--- src/rtl/regfile_sb_pkg.sv ---
// Shared types and defaults for the integer register file and its write-back path.
package rv_pkg;

    // Write-back formatting modes; codes 5-7 are treated as WB_WORD.
    typedef enum logic [2:0] {
        WB_WORD = 3'd0,
        WB_LB   = 3'd1,
        WB_LH   = 3'd2,
        WB_LBU  = 3'd3,
        WB_LHU  = 3'd4
    } wb_mode_e;

    localparam int XLEN_DEFAULT = 32;
    localparam int NREG_DEFAULT = 32;

endpackage

--- src/rtl/regfile_sb_if.sv ---
// Decode / write-back bus into the register file.
// The master drives reads, issue and write-back; the slave is the register file.
interface regfile_sb_if #(
    parameter int XLEN = 32,
    parameter int NREG = 32,
    parameter int NRD  = 2,
    localparam int AW  = $clog2(NREG)
);
    // Read ports: port k owns element [k], equal to bits [k*AW +: AW] flattened.
    logic [NRD-1:0][AW-1:0]   rd_addr;
    logic [NRD-1:0][XLEN-1:0] rd_data;
    logic [NRD-1:0]           rd_busy;

    // Write-back
    logic                     wr_en;
    logic [AW-1:0]            wr_addr;
    logic [XLEN-1:0]          wr_data;
    logic [2:0]               wr_mode;

    // Load issue / scoreboard
    logic                     iss_en;
    logic [AW-1:0]            iss_addr;
    logic                     flush;
    logic                     busy_any;

    modport master (
        output rd_addr, wr_en, wr_addr, wr_data, wr_mode, iss_en, iss_addr, flush,
        input  rd_data, rd_busy, busy_any
    );

    modport slave (
        input  rd_addr, wr_en, wr_addr, wr_data, wr_mode, iss_en, iss_addr, flush,
        output rd_data, rd_busy, busy_any
    );
endinterface

--- src/rtl/regfile_sb_load_extend.sv ---
// Combinational load formatter: sign/zero extends byte and halfword loads to XLEN.
// Kept standalone so other write-back paths can reuse it.
module load_extend
    import rv_pkg::*;
#(
    parameter int XLEN = XLEN_DEFAULT
) (
    input  logic [XLEN-1:0] wr_data,
    input  logic [2:0]      wr_mode,
    output logic [XLEN-1:0] wdata_f
);

    // Select the extension for the current mode; unknown codes pass the word through.
    always_comb begin
        wdata_f = wr_data;
        case (wr_mode)
            WB_LB:   wdata_f = {{(XLEN-8){wr_data[7]}},   wr_data[7:0]};
            WB_LH:   wdata_f = {{(XLEN-16){wr_data[15]}}, wr_data[15:0]};
            WB_LBU:  wdata_f = {{(XLEN-8){1'b0}},         wr_data[7:0]};
            WB_LHU:  wdata_f = {{(XLEN-16){1'b0}},        wr_data[15:0]};
            default: wdata_f = wr_data;
        endcase
    end

endmodule

--- src/rtl/regfile_sb.sv ---
// Integer register file with multi-port combinational reads, one formatted
// write port with same-cycle bypass, and a per-register load busy scoreboard.
module regfile_sb
    import rv_pkg::*;
#(
    parameter int XLEN = XLEN_DEFAULT,
    parameter int NREG = NREG_DEFAULT,
    parameter int NRD  = 2,
    localparam int AW  = $clog2(NREG)
) (
    input  logic         clk,
    input  logic         rst,
    regfile_sb_if.slave  bus
);

    logic [NREG-1:0][XLEN-1:0] mem;
    logic [NREG-1:0]           busy;
    logic [XLEN-1:0]           wdata_f;
    logic                      wr_ok;
    logic [NRD-1:0][XLEN-1:0]  rdata;
    logic [NRD-1:0]            rbusy;

    load_extend #(.XLEN(XLEN)) u_ext (
        .wr_data (bus.wr_data),
        .wr_mode (bus.wr_mode),
        .wdata_f (wdata_f)
    );

    // x0 is never written; out-of-range destinations (non-power-of-two NREG) are dropped.
    assign wr_ok = bus.wr_en && (bus.wr_addr != '0) &&
                   ({1'b0, bus.wr_addr} < (AW+1)'(NREG));

    // Register storage: single write port, cleared asynchronously.
    always_ff @(posedge clk or negedge rst) begin
        if (!rst) begin
            mem <= '0;
        end else if (wr_ok) begin
            mem[bus.wr_addr] <= wdata_f;
        end
    end

    // Scoreboard: flush beats issue, issue beats the write-back clear; x0 never busy.
    always_ff @(posedge clk or negedge rst) begin
        if (!rst) begin
            busy <= '0;
        end else begin
            busy[0] <= 1'b0;
            for (int r = 1; r < NREG; r++) begin
                if (bus.flush)
                    busy[r] <= 1'b0;
                else if (bus.iss_en && bus.iss_addr == AW'(r))
                    busy[r] <= 1'b1;
                else if (bus.wr_en && bus.wr_addr == AW'(r))
                    busy[r] <= 1'b0;
            end
        end
    end

    // Read ports: zero for x0/out-of-range/reset, bypass on a matching write,
    // and hide busy when that write is delivering the data this cycle.
    always_comb begin
        rdata = '0;
        rbusy = '0;
        for (int k = 0; k < NRD; k++) begin
            if (rst && bus.rd_addr[k] != '0 &&
                {1'b0, bus.rd_addr[k]} < (AW+1)'(NREG)) begin
                if (bus.wr_en && bus.wr_addr == bus.rd_addr[k]) begin
                    rdata[k] = wdata_f;
                    rbusy[k] = 1'b0;
                end else begin
                    rdata[k] = mem[bus.rd_addr[k]];
                    rbusy[k] = busy[bus.rd_addr[k]];
                end
            end
        end
    end

    assign bus.rd_data  = rdata;
    assign bus.rd_busy  = rbusy;
    assign bus.busy_any = |busy;

endmodule

--- src/flat_wrapper.sv ---
// flat-port wrapper written by rule: the top's interface ports become plain ports
module regfile_sb_flat import rv_pkg::*;
#(
    parameter int XLEN = XLEN_DEFAULT,
    parameter int NREG = NREG_DEFAULT,
    parameter int NRD  = 2,
    localparam int AW  = $clog2(NREG)
)
  (clk, rst, bus_rd_addr, bus_wr_en, bus_wr_addr, bus_wr_data, bus_wr_mode, bus_iss_en, bus_iss_addr, bus_flush, bus_rd_data, bus_rd_busy, bus_busy_any);
  regfile_sb_if #(.XLEN(XLEN), .NREG(NREG), .NRD(NRD)) bus_i ();
  input  logic clk;
  input  logic rst;
  input wire logic [$bits(bus_i.rd_addr)-1:0] bus_rd_addr;
  input wire logic [$bits(bus_i.wr_en)-1:0] bus_wr_en;
  input wire logic [$bits(bus_i.wr_addr)-1:0] bus_wr_addr;
  input wire logic [$bits(bus_i.wr_data)-1:0] bus_wr_data;
  input wire logic [$bits(bus_i.wr_mode)-1:0] bus_wr_mode;
  input wire logic [$bits(bus_i.iss_en)-1:0] bus_iss_en;
  input wire logic [$bits(bus_i.iss_addr)-1:0] bus_iss_addr;
  input wire logic [$bits(bus_i.flush)-1:0] bus_flush;
  output wire logic [$bits(bus_i.rd_data)-1:0] bus_rd_data;
  output wire logic [$bits(bus_i.rd_busy)-1:0] bus_rd_busy;
  output wire logic [$bits(bus_i.busy_any)-1:0] bus_busy_any;
  assign bus_i.rd_addr = bus_rd_addr;
  assign bus_i.wr_en = bus_wr_en;
  assign bus_i.wr_addr = bus_wr_addr;
  assign bus_i.wr_data = bus_wr_data;
  assign bus_i.wr_mode = bus_wr_mode;
  assign bus_i.iss_en = bus_iss_en;
  assign bus_i.iss_addr = bus_iss_addr;
  assign bus_i.flush = bus_flush;
  assign bus_rd_data = bus_i.rd_data;
  assign bus_rd_busy = bus_i.rd_busy;
  assign bus_busy_any = bus_i.busy_any;
  regfile_sb #(.XLEN(XLEN), .NREG(NREG), .NRD(NRD)) u_core (.clk(clk), .rst(rst), .bus(bus_i));
endmodule
--- config.mk ---
export PLATFORM = sky130hd
export DESIGN_NAME = regfile_sb_flat
export DESIGN_NICKNAME = d
export VERILOG_FILES = /design/src/rtl/regfile_sb_pkg.sv /design/src/rtl/regfile_sb_if.sv /design/src/rtl/regfile_sb_load_extend.sv /design/src/rtl/regfile_sb.sv /design/src/flat_wrapper.sv
export SDC_FILE = /design/constraint.sdc
export NUM_CORES = 2
export LEC_CHECK = 0
export BUFFER_PORTS_ARGS = -buffer_cell sky130_fd_sc_hd__buf_2
export CORE_MARGIN = 4
export CORE_UTILIZATION = 35
export CTS_BUF_LIST = sky130_fd_sc_hd__clkbuf_4 sky130_fd_sc_hd__clkbuf_8
export DETAILED_ROUTE_END_ITERATION = 6
export PLACE_DENSITY = 0.48
export SYNTH_ARGS = -nofsm -noshare
export SYNTH_HDL_FRONTEND = slang
export SYNTH_SLANG_ARGS = --single-unit
--- constraint.sdc ---
create_clock -name clk -period 2.75 [get_ports clk]
set_input_delay 0.275 -clock clk [delete_from_list [all_inputs] [get_ports clk]]
set_output_delay 0.275 -clock clk [all_outputs]
set_load 0.01 [all_outputs]
### Word level (Yosys, flattened, before mapping)

Cells that the tools add are included.

| storage, ports and cells | value |
|---|---|
| input port bits | 60 |
| logic and storage cells | 351 |
| register bits after elaboration | 1,055 |

| operators by class | value |
|---|---|
| equality and inequality tests | 68 |
| order comparisons | 4 |
| reduce and logical (&&, ||, !) cells | 103 |
| mux-type cells | 113 |

Operators with widths:

| kind | count |
|---|---|
| $bwmux 1024 | 1 |
| $bmux 32 s5 | 2 |
| $mux 32 | 7 |
| $demux 32 s5 | 1 |
| $eq 5x5->1 const B | 32 |
| $pmux 32 s4 | 1 |
| $mux 1 | 99 |
| $reduce_bool 3->1 | 31 |
| $eq 5x4->1 const B | 16 |
| $logic_and 1x1->1 | 68 |
| $eq 5x3->1 const B | 8 |
| $reduce_or 31->1 | 1 |
| $eq 5x2->1 const B | 4 |
| $lt 5x6->1 const B | 3 |
| $reduce_bool 5->1 | 3 |
| $bmux 1 s5 | 2 |
| $eq 5x1->1 const B | 2 |
| $eq 5x5->1 | 2 |
| $eq 3x2->1 const B | 2 |
| $ge 5x1->1 const B | 1 |
| $eq 3x1->1 const B | 1 |
| $eq 3x3->1 const B | 1 |

### Depth between registers and ports, before layout

| depth | value |
|---|---|
| depth in word-level cells | 5 |
| mapped depth | 9 |

### Hierarchy

A second synthesis with hierarchy kept.

| unflattened totals | value |
|---|---|
| cell total of the unflattened synthesis | 3,966 |
| area, all modules | 57,714.1 sq um |

By module, submodules not included:

| module | sequential area each (sq um) | times used | area each (sq um) | cells an instance |
|---|---|---|---|---|
| regfile_sb | 26,400.3 | 1 | 56,934.6 | 3,858 |
| load_extend | 0.0 | 1 | 779.5 | 108 |

### Worst setup path before layout

No wires, ideal clock.

| timing path | value |
|---|---|
| path kind | input-to-output |
| from | in bus_rd_addr[1] |
| to | out bus_rd_data[30] |
| slack | 427 ps |
| buffers on the path | 4 |
| required time | 2,475 ps |
| stages | 8 |
| arrival | 2,048 ps |
| cells stage by stage | buf_2 > buf_4 > nor2b_1 > buf_2 > clkbuf_1 > a221oi_1 > a211oi_1 > a2111oi_0 |

| on the way | value |
|---|---|
| longest elaborated chain between the ends | 4 |

RTL lines:

| element | RTL line | source |
|---|---|---|
| from (decl) | flat_wrapper.sv:13 | `input wire logic [$bits(bus_i.rd_addr)-1:0] bus_rd_addr;` |
| $bmux 32 s5 / $eq 5x5->1 (equally long branches) | regfile_sb.sv:71, regfile_sb.sv:67 |  |
| $mux 32 (implied by the code) / $logic_and 1x1->1 (equally long branches) | regfile_sb.sv:71, regfile_sb.sv:67 |  |
| $mux 32 | regfile_sb.sv:67 | `if (bus.wr_en && bus.wr_addr == bus.rd_addr[k]) begin` |
| $mux 32 * | regfile_sb.sv:65 | `if (rst && bus.rd_addr[k] != '0 &&` |
| to (decl) | flat_wrapper.sv:21 | `output wire logic [$bits(bus_i.rd_data)-1:0] bus_rd_data;` |

Every way passes the cells marked *; elsewhere a longest branch is shown, timed or not. The select of a mux whose other input is x is not followed.

### Final worst setup path

| timing path | value |
|---|---|
| from | reg u_core.busy[18] |
| to | out bus_rd_busy[1] |

| on the way | value |
|---|---|
| longest elaborated chain between the ends | 4 |

RTL lines:

| element | RTL line | source |
|---|---|---|
| from (decl) | regfile_sb.sv:17 | `logic [NREG-1:0] busy;` |
| from (signal assigned) | regfile_sb.sv:45 | `busy <= '0;` |
| from (signal, indexed assignment) | regfile_sb.sv:50 | `busy[r] <= 1'b0;` |
| from (signal, indexed assignment) | regfile_sb.sv:52 | `busy[r] <= 1'b1;` |
| $bmux 1 s5 | regfile_sb.sv:72 | `rbusy[k] = busy[bus.rd_addr[k]];` |
| $mux 1 (implied by the code) | regfile_sb.sv:72 |  |
| $mux 1 | regfile_sb.sv:67 |  |
| $mux 1 | regfile_sb.sv:65 |  |
| to (decl) | flat_wrapper.sv:22 | `output wire logic [$bits(bus_i.rd_busy)-1:0] bus_rd_busy;` |

No other way between the ends. The select of a mux whose other input is x is not followed.

==> out/results.tsv <==
metric	value	unit
status	complete, but fails checks	
failing checks	setup timing	
clk buf depth	3	
Max Clk Rate	0.315	GHz
Reg2Reg Depth	3	
Leak	29.6	nW
Buffers on Ports	126	
num ports	127	
H-tree levels	4	
worst skew pair latency	0.91	ns
final core utilization	0.431	
clock root buffer	clkbuf_8	
critical path type	reg2out	
Crit path depth	6	
row count	146	
DRC Markers	0	
initial antenna violation count	5	
first-pass GRT wire length	318000	µm
vias in the first global route	43800	
critical path arrival	2.90	ns
Slew @ Worst Pin	1.18	ns
dpl cell area	0.0623	mm²
hold crit path type	in2async	
post-synthesis register bit count	1055	
CP delay by family, top	multiplexers	
total CTS buffers	184	
yosys warns	0	
Slew HR	0.211	
Final Total Pwr	48.4	mW
mux share of post-synthesis cell area	0.255	
post-synthesis sequential area ratio	0.469	
grt total ovfl	0	
Max Cap Viol	0	
period utilisation layout	1.15	
Die H	409	µm
Crit path largest cell delay	0.48	ns
CTS sink cnt	1055	
final hold vios	0	
GRT Util Overall	0.259	
main combinational cell family by area after synthesis	multiplexers	
Setup WS post-layout	-0.420	ns
clock-pin slew on the worst setup and hold paths	0.06	ns
area of the multi-input gates	0.0289	mm²
Avg Inst Size Synth	11.1	µm²
Worst EP required	2.48	ns
CTS tree	done	
Starting Density	0.353	
TritonRoute pass-1 iters	7	
Synth Instances	5064	
CORE AREA	0.159	mm²
Max FO, Critical Path	4	
worst-path cell chain	mux4_2, mux4_2, mux2i_1, buf_4, nor3b_4, buf_2	
Simple-Gate Fraction of Synth Area	0.0801	
max-slew violations	0	
startpoint type of the worst setup path	flip-flop	
vias per cell	5.80	
fill count	15000	
CP most frequent cell	mux4_2	
RePlAce Congestion	0.840	
Die X	409	µm
Final Skew	0	ns
Mapped Nets	5124	
largest net degree at the start of global routing	169	
via count	44100	
library cells used by synthesis	48	
Die ar.	0.167	mm²
Layout area overhead	21.9	%
total detailed-routing wirelength	220000	µm
xor-xnor portion of the synthesized cell area	0.00156	
Iter 0 DRT Violations	4004	
setup tns final	-11.32	ns
layout cells sized above 1	0.346	
peak supply drop	558	µV
Final min period	3.17	ns
final setup fails	66	
pwr/cell area	706	mW/mm²
HPWL after DPL	139000	µm
Worst Setup End Kind	output port	
Post-Synth Adder-Cell Area	0	
RSZ-0062 raised after global routing	true	
DR WL/cell	28.9	µm
register area	0.0264	mm²
Final ANT Viol Nets	0	
post-synthesis compound-gate area fraction	0.148	
CP Buf/Inv Count	2	
slowest CP cell	mux4_2	
Netlist Area Pre-Place	0.0562	mm²
post-route cell area	0.0686	mm²
Nets	5353	
[placed cells by master (no fill, tap or decap), types with 30 or more instances in the layout]
| master | netlist | routed |
|---|---|---|
| dlygate4sd3_1 | 0 | 39 |
| inv_1 | 31 | 30 |
| a21oi_2 | 0 | 30 |
| a22oi_1 | 107 | 43 |
| dfrtp_1 | 1055 | 1055 |
| a22oi_2 | 0 | 64 |
| buf_4 | 12 | 315 |
| mux2i_1 | 259 | 259 |
| a221o_1 | 62 | 55 |
| clkbuf_8 | 0 | 241 |
| nor2_1 | 537 | 496 |
| a21oi_1 | 519 | 489 |
| buf_6 | 3 | 32 |
| nand2_1 | 427 | 413 |
| nand3_1 | 40 | 31 |
| buf_2 | 163 | 91 |
| o21ai_0 | 361 | 330 |
| buf_12 | 0 | 131 |
| mux4_2 | 374 | 374 |
| mux2_2 | 296 | 294 |
| a221oi_1 | 125 | 106 |
| clkbuf_4 | 0 | 59 |
| o221ai_1 | 31 | 30 |
| o21bai_1 | 63 | 63 |
[sequential cells by signal (all words and copies together) (netlist names)]
| signal | count |
|---|---|
| u_core.mem | 1024 |
| u_core.busy | 31 |
[cells in the mapped netlist, drive strengths merged]
library cell / instances / area, µm²
a2111oi: 1 / 8.76
a211oi: 1 / 7.51
a21o: 16 / 120
a21oi: 519 / 2600
a221o: 62 / 621
a221oi: 125 / 1090
a222oi: 16 / 160
a22oi: 107 / 803
a32oi: 3 / 26.3
and2: 2 / 12.5
and4: 1 / 8.76
and4b: 1 / 10.0
buf: 224 / 1110
clkbuf: 346 / 1300
dfrtp: 1055 / 26400
inv: 41 / 154
mux2: 296 / 3330
mux2i: 259 / 2590
mux4: 374 / 8420
nand2: 427 / 1600
nand2b: 17 / 106
nand3: 40 / 200
nand4: 5 / 31.3
nor2: 538 / 2020
nor2b: 47 / 294
nor3: 13 / 65.1
nor3b: 7 / 62.6
nor4: 7 / 43.8
o2111ai: 1 / 8.76
o211ai: 2 / 15.0
o21ai: 369 / 1850
o21bai: 63 / 473
o221ai: 31 / 272
o311ai: 31 / 272
or2: 2 / 12.5
or3: 3 / 18.8
or4: 2 / 15.0
xnor2: 8 / 70.1
xor2: 2 / 17.5
[where the power goes]
part / internal [mW] / switching (mW) / total [mW] / leakage [nW]
Combinational: 5.82 / 5.53 / 11.4 / 14.0
Sequential: 18.6 / 2.36 / 21.0 / 13.4
Clock: 9.04 / 7.02 / 16.1 / 2.19
[area by class of cell]
class | instances | area share
antenna | 1 | 0.0000365
clock buffer | 300 | 0.0548
clock inverter | 39 | 0.00513
inverter | 41 | 0.00228
multi-input combinational | 3398 | 0.422
sequential | 1055 | 0.385
tap | 2146 | 0.0392
timing repair buffer | 613 | 0.0914
[metal layers]
layer / global-route usage / vias up / routed length (µm)
met5: 0 / - / 0
met4: 0.0903 / 0 / 7740
met3: 0.0402 / 391 / 13400
met2: 0.407 / 1627 / 102000
met1: 0.364 / 22900 / 96600
li1: - / 19200 / -
[metrics by stage]
step / worst slack, ns / hold slack [ns] / instances
final: -0.420 / 0.131 / 7593
after global routing: -0.516 / 0.0825 / 7593
after CTS: -0.514 / 0.0129 / 7573
after detailed placement: -0.511 / 0.140 / 7179
after global placement: -1.04 / 0.140 / 7178
after floorplan: 0.427 / -0.0206 / 5064
[cells by family (layout without fill, tap and decap cells)]
kind of cell	Yosys count	count (layout)
AO/OA/AOI/OAI	1347	1347
AND/OR/NAND/NOR	1112	1112
flip-flops	1055	1055
multiplexers	929	929
buffers and inverters	611	993
XOR/XNOR	10	10
other	0	1
[worst register-to-register path, cell delays in order, from the launching register on]
cell,delay [ns]
dfrtp_1,0.45
a32oi_1,0.18
nor2_1,0.05
dlygate4sd3_1,0.57
[timing repair]
item                                    in CTS  in global routing
buffers inserted                            53                 23
pin swaps                                  122                 70
hold buffers                                39                  0
hold endpoints to repair                   781                  0
endpoints found under the setup margin      67                 67
resized for setup                          262                116
[worst paths after layout]
path,from,to,slack (ns)
setup / recovery,u_core.busy[18]$_DFFE_PN0P_,bus_rd_busy[1],-0.42
hold reg to reg,u_core.mem[25]$_DFFE_PN0P_,u_core.mem[25]$_DFFE_PN0P_,0.39
hold / removal,rst,u_core.mem[446]$_DFFE_PN0P_,0.13
max in group asynchronous,rst,u_core.mem[106]$_DFFE_PN0P_,0.60
setup reg to reg,u_core.busy[13]$_DFFE_PN0P_,u_core.busy[13]$_DFFE_PN0P_,1.38
min in group clk,bus_wr_data[25],u_core.mem[377]$_DFFE_PN0P_,0.14
No activity file was read; power rests on OpenSTA's default activity.
